### config.mk
export PLATFORM = sky130hd
export DESIGN_NAME = pulp_pwr_seq_ctrl
export DESIGN_NICKNAME = d
export VERILOG_FILES = /design/src/rtl/pulp_pwr_seq_ctrl.sv
export SDC_FILE = /design/constraint.sdc
export NUM_CORES = 1
export LEC_CHECK = 0
export ABC_AREA = 1
export CAP_MARGIN = 10
export CORE_MARGIN = 2
export CORE_UTILIZATION = 59
export CTS_CLUSTER_SIZE = 10
export DETAILED_ROUTE_END_ITERATION = 10
export GPL_TIMING_DRIVEN = 0
export PLACE_DENSITY = 0.83
export SLEW_MARGIN = 20
export SYNTH_ARGS = -nofsm -noshare
export SYNTH_HDL_FRONTEND = slang
export SYNTH_SLANG_ARGS = --single-unit
### constraint.sdc
create_clock -name clk_i -period 5.3 [get_ports clk_i]
set_clock_uncertainty 0.1 [all_clocks]
set_input_delay 1.06 -clock clk_i [delete_from_list [all_inputs] [get_ports clk_i]]
set_output_delay 1.06 -clock clk_i [all_outputs]
set_load 0.03 [all_outputs]
### src/rtl/pulp_pwr_seq_ctrl.sv
// -----------------------------------------------------------------------------
// pulp_pwr_seq_ctrl
//
// Always-on power sequencer for one switchable power domain. On a power-down
// request it gates the domain clock, clamps the isolation cells, pulses a
// retention save and opens the power switch. On a power-up request it closes
// the switch, waits for the supply to be good, pulses a retention restore,
// releases isolation and finally re-enables the clock.
//
// The sequence guarantees at all times:
//   clk_en_o = 1  ->  iso_en_o = 0 and pwr_sw_en_o = 1
//   pwr_sw_en_o = 0  ->  iso_en_o = 1
//
// Ports:
//   clk_i          always-on clock
//   rst_i          synchronous reset, active-high
//   pwr_off_req_i  level power-down request, only looked at in ON
//   pwr_on_req_i   level power-up request, only looked at in OFF
//   pwr_good_i     supply-valid from the domain monitor (already synchronised)
//   err_clr_i      clears the sticky timeout flag
//   clk_en_o       domain clock enable
//   iso_en_o       isolation clamp enable
//   ret_save_o     one-cycle retention save pulse
//   ret_restore_o  one-cycle retention restore pulse
//   pwr_sw_en_o    power switch enable
//   busy_o         high while a sequence is in progress
//   done_o         one-cycle pulse when ON or OFF is reached by a sequence
//   err_o          sticky pwr_good_i timeout flag
//   state_o        current state encoding (debug)
//
// Parameters:
//   SETTLE_CYCLES   cycles in CLK_GATE, ISO_ON and ISO_REL (1..255)
//   TIMEOUT_CYCLES  max cycles waiting for pwr_good_i (1..65535)
//   RESET_ON        1: reset into ON (powered), 0: reset into OFF
// -----------------------------------------------------------------------------
module pulp_pwr_seq_ctrl #(
    parameter int unsigned SETTLE_CYCLES  = 4,
    parameter int unsigned TIMEOUT_CYCLES = 255,
    parameter bit          RESET_ON       = 1'b1
) (
    input  logic       clk_i,
    input  logic       rst_i,
    input  logic       pwr_off_req_i,
    input  logic       pwr_on_req_i,
    input  logic       pwr_good_i,
    input  logic       err_clr_i,
    output logic       clk_en_o,
    output logic       iso_en_o,
    output logic       ret_save_o,
    output logic       ret_restore_o,
    output logic       pwr_sw_en_o,
    output logic       busy_o,
    output logic       done_o,
    output logic       err_o,
    output logic [3:0] state_o
);

    typedef enum logic [3:0] {
        ST_ON         = 4'd0,
        ST_CLK_GATE   = 4'd1,
        ST_ISO_ON     = 4'd2,
        ST_SAVE       = 4'd3,
        ST_PSW_OFF    = 4'd4,
        ST_OFF        = 4'd5,
        ST_PSW_ON     = 4'd6,
        ST_RESTORE    = 4'd7,
        ST_ISO_REL    = 4'd8,
        ST_CLK_UNGATE = 4'd9
    } state_e;

    localparam state_e RST_STATE = RESET_ON ? ST_ON : ST_OFF;

    // The counter holds "cycles remaining after this one", so a state that
    // must last N cycles is entered with N-1 and left when the counter is 0.
    localparam logic [15:0] SETTLE_LOAD  = 16'(SETTLE_CYCLES - 1);
    localparam logic [15:0] TIMEOUT_LOAD = 16'(TIMEOUT_CYCLES - 1);

    // Down-count that sticks at zero instead of wrapping.
    function automatic logic [15:0] cnt_sat_dec(input logic [15:0] cnt);
        cnt_sat_dec = (cnt == 16'd0) ? 16'd0 : cnt - 16'd1;
    endfunction

    // Value loaded into the wait counter when a state is entered.
    function automatic logic [15:0] cnt_reload(input state_e st);
        case (st)
            ST_CLK_GATE,
            ST_ISO_ON,
            ST_ISO_REL:  cnt_reload = SETTLE_LOAD;
            ST_PSW_OFF,
            ST_PSW_ON:   cnt_reload = TIMEOUT_LOAD;
            default:     cnt_reload = 16'd0;
        endcase
    endfunction

    state_e      state_q, state_d;
    logic [15:0] cnt_q, cnt_d;
    logic        err_q, err_d;
    logic        done_q, done_d;
    logic        clk_en_q, clk_en_d;
    logic        iso_en_q, iso_en_d;
    logic        ret_save_q, ret_save_d;
    logic        ret_restore_q, ret_restore_d;
    logic        pwr_sw_en_q, pwr_sw_en_d;
    logic        busy_q, busy_d;
    logic        timeout;

    // Next-state logic
    always_comb begin
        state_d = state_q;
        timeout = 1'b0;
        case (state_q)
            ST_ON: begin
                if (pwr_off_req_i) state_d = ST_CLK_GATE;
            end
            ST_CLK_GATE: begin
                if (cnt_q == 16'd0) state_d = ST_ISO_ON;
            end
            ST_ISO_ON: begin
                if (cnt_q == 16'd0) state_d = ST_SAVE;
            end
            ST_SAVE: begin
                state_d = ST_PSW_OFF;
            end
            ST_PSW_OFF: begin
                if (!pwr_good_i) begin
                    state_d = ST_OFF;
                end else if (cnt_q == 16'd0) begin
                    state_d = ST_OFF;
                    timeout = 1'b1;
                end
            end
            ST_OFF: begin
                if (pwr_on_req_i) state_d = ST_PSW_ON;
            end
            ST_PSW_ON: begin
                // A supply that never comes up aborts back to OFF with the
                // switch re-opened; the restore pulse is skipped entirely.
                if (pwr_good_i) begin
                    state_d = ST_RESTORE;
                end else if (cnt_q == 16'd0) begin
                    state_d = ST_OFF;
                    timeout = 1'b1;
                end
            end
            ST_RESTORE: begin
                state_d = ST_ISO_REL;
            end
            ST_ISO_REL: begin
                if (cnt_q == 16'd0) state_d = ST_CLK_UNGATE;
            end
            ST_CLK_UNGATE: begin
                state_d = ST_ON;
            end
            default: begin
                state_d = RST_STATE;
            end
        endcase
    end

    // Counter, event flags and registered Moore outputs
    always_comb begin
        cnt_d = (state_d != state_q) ? cnt_reload(state_d) : cnt_sat_dec(cnt_q);

        // A timeout in the same cycle as a clear keeps the flag set.
        if (timeout) begin
            err_d = 1'b1;
        end else if (err_clr_i) begin
            err_d = 1'b0;
        end else begin
            err_d = err_q;
        end

        done_d = (state_d != state_q) && ((state_d == ST_ON) || (state_d == ST_OFF));
        busy_d = (state_d != ST_ON) && (state_d != ST_OFF);

        // Outputs are a function of the next state so that they change on the
        // same edge the state does.
        clk_en_d      = 1'b0;
        iso_en_d      = 1'b1;
        pwr_sw_en_d   = 1'b1;
        ret_save_d    = 1'b0;
        ret_restore_d = 1'b0;
        case (state_d)
            ST_ON: begin
                clk_en_d = 1'b1;
                iso_en_d = 1'b0;
            end
            ST_CLK_GATE,
            ST_ISO_REL,
            ST_CLK_UNGATE: begin
                iso_en_d = 1'b0;
            end
            ST_SAVE: begin
                ret_save_d = 1'b1;
            end
            ST_PSW_OFF,
            ST_OFF: begin
                pwr_sw_en_d = 1'b0;
            end
            ST_RESTORE: begin
                ret_restore_d = 1'b1;
            end
            default: begin
                // ISO_ON, PSW_ON: clamped, switch closed, clock gated.
            end
        endcase
    end

    // State and output registers
    always_ff @(posedge clk_i) begin
        if (rst_i) begin
            state_q       <= RST_STATE;
            cnt_q         <= 16'd0;
            err_q         <= 1'b0;
            done_q        <= 1'b0;
            busy_q        <= 1'b0;
            clk_en_q      <= RESET_ON;
            iso_en_q      <= !RESET_ON;
            pwr_sw_en_q   <= RESET_ON;
            ret_save_q    <= 1'b0;
            ret_restore_q <= 1'b0;
        end else begin
            state_q       <= state_d;
            cnt_q         <= cnt_d;
            err_q         <= err_d;
            done_q        <= done_d;
            busy_q        <= busy_d;
            clk_en_q      <= clk_en_d;
            iso_en_q      <= iso_en_d;
            pwr_sw_en_q   <= pwr_sw_en_d;
            ret_save_q    <= ret_save_d;
            ret_restore_q <= ret_restore_d;
        end
    end

    assign clk_en_o      = clk_en_q;
    assign iso_en_o      = iso_en_q;
    assign ret_save_o    = ret_save_q;
    assign ret_restore_o = ret_restore_q;
    assign pwr_sw_en_o   = pwr_sw_en_q;
    assign busy_o        = busy_q;
    assign done_o        = done_q;
    assign err_o         = err_q;
    assign state_o       = state_q;

endmodule

==> flow_summary.yaml, run 1 <==
layout:
  fin_util_pct: 72.97
  drive_above_1_share_pct: 20.08
  finalNetCount: 247
  area_delta_synth_final_pct: 16.64
  final_cell_mix: "nand2_1, nor2_1, dfxtp_1"
  layout.cells.most_common: "nand2_1"
  fin_area_sq_um: 1824
  n_antenna_cell: 0
power:
  ir_worst_vdd_uv: 421.0
  finalPower_mw: 1.155
  power_frac_comb_pct: 62.8
  p_switching_mw: 0.5582
  p_int_mw: 0.5969
  switching_share_pct: 48.32
  leakage_nw: 0.8431
  power.density_nw_per_um2: 633.2
  p_seq_share_pct: 24.9
  power_frac_clock_pct: 12.3
detailed_routing:
  drc: 0
  via_per_inst: 5.115
  dr.pass1.iters: 4
  drt_iter0_drc: 35
  wl_per_cell_microns: 11.18
  drt_wl_total_mm: 3.008
  dr_total_vias: 1376
  final_antenna_net_count: 0
global_routing:
  grt_pass1_vias: 1304
  track_usage_pct: 21.09
  grt_max_degree: 17
  antenna_found_initial: 0
  grt_pass1_wl_mm: 5.292
  grt_overflow: 0
clock_network:
  insertion_delay_ps: 340
  ctsHoldBuffers: 0
  clockBufferDepth: 2
  cts_setup_buffers: 0
  clk_pin_slew_ps: 160
  root_buffer: "clkbuf_4"
  htree_levels: 1
  cts_sinks: 28
  cts_tree: "done"
  cts_made_buffers: 3
  ctsResizeCount: 0
yosys:
  synth.ff_latch_count: 28
  syn_area_per_cell_sq_um: 7.174
  synth_seq_area_share_pct: 35.84
  syn_area_sq_um: 1564
  synth_cell_types: 29
  ys_warn_count: 0
  syn_inst: 218
  syn-num-nets: 225
timing:
  setup_viol: 0
  fin_ws_ps: 2599
  post-route-period-util_pct: 50.96
  period_needed_ps: 2701
  slew_headroom_pct: 67.51
  final-hold-violation-count: 0
  setup_tns_ps: 0
  worst_pin_slew_ps: 487.4
  max_freq_mhz: 370.3
  rsz0062_at_grt: "no"
  final-max-slew-violation-count: 0
setup_path:
  slowest_delay_ps: 720
  criticalPathCategory: "reg2out"
  cp_max_fo: 5
  end_kind: "output pin"
  path_cells: "clkdlybuf4s50_1"
  path_delay_family: "buffers and inverters"
  arrival_ps: 1540
  cp-start-kind: "register"
  cpMaxStageDelayCell: "clkdlybuf4s50_1"
  critPathBufInv: 1
  crit_required_ps: 4140
placement:
  dp_hpwl_mm: 2.310
  pre_cts_slack_ps: 2367
  post_dp_cell_area_sq_um: 1772
  port_buffers: 17
  gp_congestion: 0.8333
floorplanning:
  num_rows: 18
  pin_count: 18
  core_sq_um: 2500
  die_h_microns: 55.49
  die_x_microns: 55.49
  dieArea_sq_um: 3079
  initial_core_util_pct: 62.56
min_path:
  min_path_type: "reg2reg"
run_status:
  status: "completed"
job:
  drv_cap: 0
## cell type report
type,count,area [sq um]
fill,206,675.6
clock inverter,1,30.03
inverter,23,88.84
sequential,28,560.5
tap,30,37.54
clock buffer,3,22.52
timing repair buffer,17,170.2
multi-input combinational,164,895.9
buffer,3,18.77
## per-layer routing
layer	global-route usage [%]	share of wire, %
met5	0	0
met4	9.408	2.2
met3	3.279	3.6
met2	37.93	50
met1	24.38	45
## through the flow
stage	hold slack [ps]	std cells
global route	429.3	269
floorplan	368.7	218
global placement	354.5	265
detailed placement	362.0	265
finish	378.2	269
CTS	381.4	269
## power groups by stage
stage	Sequential, mW	Clock [mW]	Combinational [mW]
after CTS	0.288	0.143	0.730
after detailed placement	0.292	0	0.722
after global placement	0.291	0	0.707
after global routing	0.292	0.149	0.812
final	0.287	0.142	0.726
after floorplan	0.333	0	0.538
## worst paths after layout
| path | startpoint | to | slack [ps] | depth (start not counted) |
|---|---|---|---|---|
| min | err_o | err_o | 380 | 2 |
| max | state_o[1] | state_o[1] | 2600 | 1 |
| max reg2reg | cnt_q[0] | cnt_q[9] | 3240 | 14 |
| min reg2reg | err_o | err_o | 380 | 2 |
## cell usage after synthesis
master | number | area (sq um)
inv_4 | 1 | 6.260
clkbuf_1 | 2 | 7.510
a21oi_1 | 6 | 30.03
dfxtp_1 | 28 | 560.5
o211ai_1 | 1 | 7.510
inv_2 | 5 | 18.77
xnor2_1 | 5 | 43.79
o31ai_2 | 1 | 12.51
buf_6 | 1 | 11.26
xor2_1 | 3 | 26.28
inv_1 | 17 | 63.81
nor2_2 | 10 | 62.56
nand4_1 | 3 | 18.77
nor2_4 | 5 | 56.30
nor2_8 | 1 | 20.02
nand2_4 | 3 | 33.78
a21oi_2 | 6 | 52.55
nand2_1 | 50 | 187.7
nand2_2 | 6 | 37.54
ha_1 | 1 | 12.51
or2_2 | 2 | 12.51
nand3_1 | 21 | 105.1
o21ai_2 | 1 | 8.760
nand3_2 | 1 | 10.01
and2_1 | 1 | 6.260
nor3_1 | 3 | 15.01
o21ai_0 | 2 | 10.01
nor2_1 | 31 | 116.4
nor3_2 | 1 | 10.01
## registers in the layout (all words and copies together) (netlist names)
name           cells
pwr_sw_en_o        1
ret_save_o         1
iso_en_o           1
cnt_q             16
clk_en_o           1
state_o            4
busy_o             1
ret_restore_o      1
err_o              1
done_o             1
## cells by family after synthesis
kind of cell	synth area share (%)
AOI/OAI and AO/OA	7.760
xor gates and xnor gates	4.480
adders and majority gates	0.7999
buffers and inverters	6.880
DFF	35.84
and+or+nand+nor	44.24
Note: power is estimated with default switching activity, not from simulation.
==> inputs of run 2 (changes only) <==
--- a/config.mk
+++ b/config.mk
@@ -8,11 +8,11 @@
 export ABC_AREA = 1
 export CAP_MARGIN = 10
 export CORE_MARGIN = 2
-export CORE_UTILIZATION = 59
+export CORE_UTILIZATION = 55
 export CTS_CLUSTER_SIZE = 10
 export DETAILED_ROUTE_END_ITERATION = 10
 export GPL_TIMING_DRIVEN = 0
-export PLACE_DENSITY = 0.83
+export PLACE_DENSITY = 0.78
 export SLEW_MARGIN = 20
 export SYNTH_ARGS = -nofsm -noshare
 export SYNTH_HDL_FRONTEND = slang
==> constraint.sdc (replaced) <==
create_clock -name clk_i -period 2.52 [get_ports clk_i]
set_clock_uncertainty 0.1 [all_clocks]
set_input_delay 0.504 -clock clk_i [delete_from_list [all_inputs] [get_ports clk_i]]
set_output_delay 0.504 -clock clk_i [all_outputs]
set_load 0.03 [all_outputs]
==> flow_summary.yaml, run 2 (synthesis gave the netlist of run 1 again) <==
clock_network:
  cts_tree: "done"
  cts_made_buffers: 3
  ctsResizeCount: 0
  cts_sinks: 28
  htree_levels: 1
  cts_setup_buffers: 0
  root_buffer: "clkbuf_4"
  clockBufferDepth: 2
  ctsHoldBuffers: 0
  insertion_delay_ps: 330
  clk_pin_slew_ps: 150
setup_path:
  cp-start-kind: "register"
  end_kind: "output pin"
  r2r_start: "cnt_q[0]"
  r2r_cells: 14
  cp_max_fo: 5
  slowest_delay_ps: 720
  crit_required_ps: 1920
  r2r_slack_ps: 510
  criticalPathCategory: "reg2out"
  arrival_ps: 1550
  crit_path_start: "state_o[1]"
  cpMaxStageDelayCell: "clkdlybuf4s50_1"
  path_delay_family: "buffers and inverters"
  critPathBufInv: 1
  path_cells: "clkdlybuf4s50_1"
  r2r-end: "cnt_q[12]"
  path_depth: 1
power:
  power_frac_clock_pct: 12.2
  p_int_mw: 1.255
  power_frac_comb_pct: 62.6
  ir_worst_vdd_uv: 1067
  leakage_nw: 0.8431
  switching_share_pct: 47.63
  power.density_nw_per_um2: 1313
  p_switching_mw: 1.141
  p_seq_share_pct: 25.2
  finalPower_mw: 2.396
min_path:
  hold_start: "err_o"
  min_path_type: "reg2reg"
  holdPathStages: 2
  holdPathEnd: "err_o"
timing:
  worst_pin_slew_ps: 474.3
  final-max-slew-violation-count: 0
  final-hold-violation-count: 0
  rsz0062_at_grt: "no"
  setup_viol: 0
  post-route-period-util_pct: 85.35
  setup_tns_ps: 0
  hold_slack_ps: 376.2
  period_needed_ps: 2151
  slew_headroom_pct: 68.14
  max_freq_mhz: 464.9
  fin_ws_ps: 369.1
placement:
  post_dp_cell_area_sq_um: 1773
  pre_cts_slack_ps: 135.1
  gp_congestion: 0.8143
  dp_hpwl_mm: 2.203
  port_buffers: 17
  dp_cells: 266
layout:
  fin_util_pct: 66.77
  n_antenna_cell: 0
  fin_cells: 270
  drive_above_1_share_pct: 20.08
  regMostFlops: "cnt_q"
  fin_area_sq_um: 1826
  largest_reg_flops: 16
  area_delta_synth_final_pct: 16.72
  final_cell_mix: "nand2_1, nor2_1, dfxtp_1"
  layout.cells.most_common: "nand2_1"
  finalNetCount: 247
floorplanning:
  dieArea_sq_um: 3286
  num_rows: 19
  die_h_microns: 57.33
  initial_core_util_pct: 57.21
  die_x_microns: 57.33
  pin_count: 18
  core_sq_um: 2734
global_routing:
  grt_pass1_wl_mm: 5.043
  grt_pass1_vias: 1217
  grt_overflow: 0
  grt_max_degree: 17
  track_usage_pct: 19.36
  antenna_found_initial: 0
detailed_routing:
  dr.pass1.iters: 4
  via_per_inst: 5.019
  drt_wl_total_mm: 2.818
  wl_per_cell_microns: 10.44
  drt_iter0_drc: 36
  drc: 0
  final_antenna_net_count: 0
  dr_total_vias: 1355
job:
  drv_cap: 0
run_status:
  status: "completed"
-- run 2: cell counts in the layout (fill, tap and decap cells not counted) --
Identical to the previous run, type by type.
-- run 2: worst max-delay path by stage --
stage	end	slack [ps]
2_1_floorplan	cnt_q[10]	620
3_3_place_gp	cnt_q[12]	180
3_5_place_dp	cnt_q[7]	140
4_1_cts	state_o[1]	350
5_1_grt	state_o[1]	300
6_report	state_o[1]	370
-- run 2: layout make-up --
type,count,area [sq um]
tap,31,38.79
multi-input combinational,164,895.9
inverter,23,88.84
timing repair buffer,17,170.2
sequential,28,560.5
fill,248,908.4
buffer,3,18.77
clock buffer,3,22.52
clock inverter,1,30.03
-- run 2: routing by layer --
metal | share of wire [%] | global-route usage, % | vias up | routed length, microns
li1 | - | - | 735 | -
met1 | 48 | 24.40 | 600 | 1346
met2 | 48 | 33.17 | 16 | 1364
met3 | 2.6 | 4.082 | 4 | 72
met4 | 1.2 | 5.980 | 0 | 34
met5 | 0 | 0 | - | 0
-- run 2: power groups by stage --
stage	logic, mW	clock network [mW]	registers, mW
6_report	1.50	0.292	0.604
5_1_grt	1.71	0.315	0.614
3_5_place_dp	1.51	0	0.615
4_1_cts	1.52	0.305	0.606
2_1_floorplan	1.13	0	0.701
3_3_place_gp	1.49	0	0.613
-- run 2: tightest hold or removal path: stages (launching register included) --
cell     delay, ps
dfxtp_1        340
nand2_1         60
a21oi_1         50
